### config.mk
export PLATFORM = sky130hd
export DESIGN_NAME = matrix_operand_loader
export DESIGN_NICKNAME = d
export VERILOG_FILES = /design/src/rtl/matrix_operand_loader.sv
export SDC_FILE = /design/constraint.sdc
export NUM_CORES = 1
export LEC_CHECK = 0
export CAP_MARGIN = 25
export CORE_AREA = 2 2 111 113
export DETAILED_ROUTE_END_ITERATION = 12
export DIE_AREA = 0 0 113 115
export PLACE_DENSITY = 0.73
export SLEW_MARGIN = 20
export SYNTH_ARGS = -nofsm -noshare
export SYNTH_HDL_FRONTEND = slang
export SYNTH_SLANG_ARGS = --single-unit
### constraint.sdc
create_clock -name clk -period 2.42 [get_ports clk]
set_input_delay 0.242 -clock clk [delete_from_list [all_inputs] [get_ports clk]]
set_output_delay 0.242 -clock clk [all_outputs]
set_load 0.02 [all_outputs]
### src/rtl/matrix_operand_loader.sv
// -----------------------------------------------------------------------------
// matrix_operand_loader
//
// Upstream feeder for the 2x2 matrix multiplier. It collects a serial stream of
// eight DATA_W-bit elements (A00, A01, A10, A11, B00, B01, B10, B11) into an
// assembly buffer. It presents each completed pair as two packed words through
// an output register. Together, the buffer and the register form a two-deep
// pipeline, so the next pair can fill while the current one waits downstream.
//
// Handshake semantics (both ports): a transfer happens on a rising clock edge
// where valid && ready are both 1. A producer that raises valid keeps it and
// its payload stable until that edge. in_ready depends only on FSM state.
// out_a/out_b do not change while out_valid && !out_ready.
//
// Optional feature: define MATLOAD_LAST_CHECK_EN to check in_last framing.
// When the macro is undefined, in_last is ignored and err_framing is 0.
//
// Ports:
//   clk, rst_n        clock, asynchronous active-low reset
//   in_valid/in_ready element handshake; in_data = element, in_last = 8th mark
//   out_valid/out_ready pair handshake; out_a = {a00,a01,a10,a11},
//                     out_b = {b00,b01,b10,b11}, first element in the MSBs
//   err_framing       sticky framing-error flag (cleared only by reset)
//   dbg_state         FSM state (0 = FILL, 1 = FULL)
//   dbg_idx           current assembly slot index
// -----------------------------------------------------------------------------
module matrix_operand_loader #(
  parameter int DATA_W = 8
) (
  input  logic                clk,
  input  logic                rst_n,
  input  logic                in_valid,
  output logic                in_ready,
  input  logic [DATA_W-1:0]   in_data,
  input  logic                in_last,
  output logic                out_valid,
  input  logic                out_ready,
  output logic [4*DATA_W-1:0] out_a,
  output logic [4*DATA_W-1:0] out_b,
  output logic                err_framing,
  output logic                dbg_state,
  output logic [2:0]          dbg_idx
);

  typedef enum logic {
    S_FILL = 1'b0,
    S_FULL = 1'b1
  } state_e;

  state_e                   state_q, state_d;
  logic [2:0]               idx_q, idx_d;
  logic [7:0][DATA_W-1:0]   buf_q, buf_d;
  logic                     out_valid_q, out_valid_d;
  logic [4*DATA_W-1:0]      out_a_q, out_a_d;
  logic [4*DATA_W-1:0]      out_b_q, out_b_d;
  logic                     err_q, err_d;

  logic accept;
  logic drain;
  logic last_slot;
  logic wr_en;
  logic complete;
  logic load_new;
  logic load_buf;
  logic load;
  logic frame_discard;
  logic frame_err;

  // ---------------------------------------------------------------------------
  // Handshake decode and framing
  // ---------------------------------------------------------------------------
  assign accept    = in_valid && in_ready;
  assign drain     = out_valid_q && out_ready;
  assign last_slot = (idx_q == 3'd7);

`ifdef MATLOAD_LAST_CHECK_EN
  // An early in_last throws away the partial pair and the marked element.
  // A missing in_last on slot 7 is flagged, but the pair still completes.
  assign frame_discard = accept && in_last && !last_slot;
  assign frame_err     = frame_discard || (accept && last_slot && !in_last);
`else
  logic unused_in_last;
  assign unused_in_last = in_last;
  assign frame_discard  = 1'b0;
  assign frame_err      = 1'b0;
`endif

  assign wr_en    = accept && !frame_discard;
  assign complete = accept && last_slot;
  // A finished pair may go straight to the output register if that register
  // is empty or is being emptied on this same edge.
  assign load_new = complete && (!out_valid_q || drain);
  assign load_buf = (state_q == S_FULL) && drain;
  assign load     = load_new || load_buf;

  // ---------------------------------------------------------------------------
  // Datapath next-state
  // ---------------------------------------------------------------------------
  always_comb begin
    buf_d = buf_q;
    if (wr_en) begin
      buf_d[idx_q] = in_data;
    end

    idx_d = idx_q;
    if (frame_discard) begin
      idx_d = 3'd0;
    end else if (wr_en) begin
      // 7 -> 0 wraps only on the completing write.
      idx_d = idx_q + 3'd1;
    end

    // buf_d already includes the slot-7 element written this cycle. In FULL
    // no writes occur, so buf_d equals the held buffer.
    out_a_d     = out_a_q;
    out_b_d     = out_b_q;
    out_valid_d = out_valid_q;
    if (load) begin
      out_a_d     = {buf_d[0], buf_d[1], buf_d[2], buf_d[3]};
      out_b_d     = {buf_d[4], buf_d[5], buf_d[6], buf_d[7]};
      out_valid_d = 1'b1;
    end else if (drain) begin
      out_valid_d = 1'b0;
    end

    err_d = err_q | frame_err;
  end

  // ---------------------------------------------------------------------------
  // FSM: next-state logic
  // ---------------------------------------------------------------------------
  always_comb begin
    state_d = state_q;
    case (state_q)
      S_FILL: if (complete && !load_new) state_d = S_FULL;
      S_FULL: if (drain)                 state_d = S_FILL;
      default:                           state_d = S_FILL;
    endcase
  end

  // ---------------------------------------------------------------------------
  // FSM: outputs
  // ---------------------------------------------------------------------------
  always_comb begin
    in_ready  = (state_q == S_FILL);
    dbg_state = state_q;
  end

  // ---------------------------------------------------------------------------
  // State registers
  // ---------------------------------------------------------------------------
  always_ff @(posedge clk or negedge rst_n) begin
    if (!rst_n) begin
      state_q     <= S_FILL;
      idx_q       <= 3'd0;
      buf_q       <= '0;
      out_valid_q <= 1'b0;
      out_a_q     <= '0;
      out_b_q     <= '0;
      err_q       <= 1'b0;
    end else begin
      state_q     <= state_d;
      idx_q       <= idx_d;
      buf_q       <= buf_d;
      out_valid_q <= out_valid_d;
      out_a_q     <= out_a_d;
      out_b_q     <= out_b_d;
      err_q       <= err_d;
    end
  end

  assign out_valid   = out_valid_q;
  assign out_a       = out_a_q;
  assign out_b       = out_b_q;
  assign err_framing = err_q;
  assign dbg_idx     = idx_q;

endmodule

==> summary.md <==
| Metric | Value |
|---|---|
| Status | finished with violations |
| Failing checks | design-rule violations |
| Setup crit end kind | flip-flop |
| DRT Wirelength | 15800 um |
| Dpl hpwl | 8890 um |
| Cell count after synthesis | 557 |
| Sequential cell area fraction in the yosys report | 57.6% |
| GPL Wtd Cong | 0.795 |
| Synth Area in XOR/XNOR | 0.152% |
| Post-DP Area | 0.00659 mm2 |
| Chip width | 113 um |
| Starting Density | 48.9% |
| Die area | 0.0130 mm2 |
| Crit path time final | 2.17 ns |
| Worst-path clk slew | 0.05 ns |
| Root cell of the clock tree | clkbuf_16 |
| Initial antenna violation count | 0 |
| Layout Utilization | 60.7% |
| Post-synthesis mux area share | 0.390% |
| Die Y-Extent | 115 um |
| Area grow syn2layout | 24.2% |
| Fraction of layout cells with a size suffix above 1 | 12.7% |
| First-pass DRT Iterations | 9 |
| Slew headroom | 49.2% |
| Synth Cell Area | 0.00577 mm2 |
| Max-slew violations | 0 |
| Setup Skew | 0.00536 ns |
| ANT nets after route | 0 |
| Number of max-cap violations | 0 |
| Maximum clock path buffer count | 2 |
| Setup-failing EPs final | 0 |
| Syn Nets | 572 |
| Nets | 628 |
| Most frequent cells in the layout | 133 x dfrtp_1, 129 x a31oi_1, 111 x nand2_1 |
| Drt wl/cell | 20.5 um |
| P per Cell Area | 1660 mW/mm2 |
| Data arrival time of the critical path | 2.44 ns |
| DR DRC count | 4 |
| CP startpoint kind | flip-flop |
| Syn avg cell area | 10.4 um2 |
| Max FO, Critical Path | 40 |
| Grt total ovfl | 0 |
| Commonest non-fill, non-tap cell in the layout | dfrtp_1 |
| Simple-gate share of the synthesized area | 14.2% |
| Area of the multi-input gates | 0.00215 mm2 |
| Io pins | 84 |
| R2r setup slk | 0.25 ns |
| Final period util | 89.5% |
| FF/Latch Area | 0.00333 mm2 |
| Via density | 6.36 |
| Yosys warning count | 0 |
| Vias in the first global route | 4945 |
| FILL cells | 967 |
| Hold Path Class | in -> async |
| Clock tree from TritonCTS | done |
| Critical path required time | 2.69 ns |
| Gr usage total | 25.4% |
| Global-route wire length before repair | 25700 um |
| DR vias | 4900 |
| Ant diodes | 0 |
| Cts bufs inserted | 17 |
| Skew-Pair Late Insertion Delay | 0.41 ns |
| R2R depth | 6 |
| Cell variety after synth | 32 |
| Post-CTS setup buffer count | 0 |
| Number of port buffers | 81 |
| Yosys reg bits | 133 |
| Setup TNS | 0 ns |
| Fmax | 0.462 GHz |
| Crit Path Category | reg -> reg |
| Adder-Cell Fraction of Synth Area | 0.433% |
| Fin. Hold Viols | 0 |
| Compound-Gate Fraction of Synth Area | 21.9% |
| Total power | 11.9 mW |
| VDD IR max | 1.45 mV |
| Design area | 0.00717 mm2 |
| Largest family of logic cells by synthesized area | compound AO/OA/AOI/OAI gates |
| Largest net degree at the start of global routing | 85 |
| Slew of the pin with the lowest slew margin | 0.762 ns |
| Worst flop-to-flop path startpoint | dbg_idx[0] |
| RSZ-0062 raised after global routing | no |
| H-Tree Depth | 4 |
| Clock Sinks | 133 |
| Core ar. | 0.0118 mm2 |
| Reg-to-Reg End | out_a[6] |
| Leakage | 3.11 nW |
| Initial drt markers | 455 |
| # rows | 40 |
-- state kept, by name, indices dropped and copies added (netlist names) --
signal     cells
out_valid      1
out_a         32
dbg_idx        3
out_b         32
buf_q         64
dbg_state      1
-- per-layer routing --
layer	vias to the layer above	share of wire (%)	wire (um)	global-route usage [%]
met5	-	0	0	0
li1	2164	-	-	-
met1	2462	41	6490	34.0
met4	0	2.3	362	10.8
met2	243	49	7670	39.4
met3	31	8.2	1290	7.06
-- how the worst max path moves through the flow --
stage                    start   endpoint
finish              dbg_idx[0]   out_a[6]
global route        dbg_idx[0]   out_b[6]
CTS                 dbg_idx[0]   out_b[6]
detailed placement    in_valid  out_a[24]
global placement      in_valid  out_a[25]
floorplan           dbg_idx[0]   out_a[0]
-- Yosys cell counts, drive strengths merged --
cell type / n / area [um2]
ha: 2 / 25.0
a21oi: 1 / 5.00
and3: 1 / 6.26
mux2: 2 / 22.5
buf: 37 / 220
a21o: 1 / 7.51
a31oi: 129 / 807
clkbuf: 20 / 78.8
nand2b: 4 / 30.0
a32o: 1 / 10.0
or3b: 1 / 11.3
nand4b: 2 / 17.5
nand2: 112 / 423
nor2b: 1 / 6.26
xor2: 1 / 8.76
nand3b: 1 / 7.51
nor3b: 9 / 72.6
and3b: 16 / 140
inv: 1 / 3.75
nand4: 16 / 100
o21ai: 64 / 433
or2: 1 / 6.26
conb: 1 / 3.75
dfrtp: 133 / 3330
-- where the power goes --
group / total (mW) / leakage [nW] / internal (mW) / switching, mW
logic: 5.54 / 1.23 / 2.17 / 3.38
clock network: 2.48 / 0.280 / 1.61 / 0.867
registers: 3.91 / 1.60 / 3.33 / 0.577
total: 11.9 / 3.11 / 7.11 / 4.82
-- cell families (layout without fill, tap and decap cells) --
logic type | after synthesis | in the layout
flip-flops | 133 | 133
other | 1 | 1
XOR/XNOR | 1 | 1
AO/OA/AOI/OAI | 196 | 196
AND/OR/NAND/NOR | 164 | 164
buffers and inverters | 58 | 125
adder cells (fa/ha/maj) | 2 | 2
multiplexers | 2 | 2
-- critical path, cell delays in order (launching register included) --
cell     delay, ns
dfrtp_1       0.51
ha_1          0.21
ha_1          0.19
a21o_2        0.14
and3_2        0.53
buf_12        0.30
a31oi_1       0.12
-- repair_timing --
action,in CTS,in global routing
hold endpoints to repair,133,0
resized for setup,0,0
hold buffers,1,0
-- per-stage QoR --
step | cells | hold WS, ns | setup slack (ns)
global placement | 740 | 0.310 | 0.343
floorplan | 557 | -0.0536 | 0.663
CTS | 771 | 0.441 | 0.279
global route | 771 | 0.470 | 0.121
detailed placement | 740 | 0.313 | 0.302
finish | 771 | 0.411 | 0.255
-- layout make-up --
type / count / area share (%)
flip-flops and latches: 133 / 46.4
multi-input cells: 366 / 30.0
repair buffers: 94 / 13.0
clock buffers: 26 / 6.96
well taps: 147 / 2.57
clock inverters: 4 / 0.977
inverters: 1 / 0.0524
(Power assumes the default switching activity.)
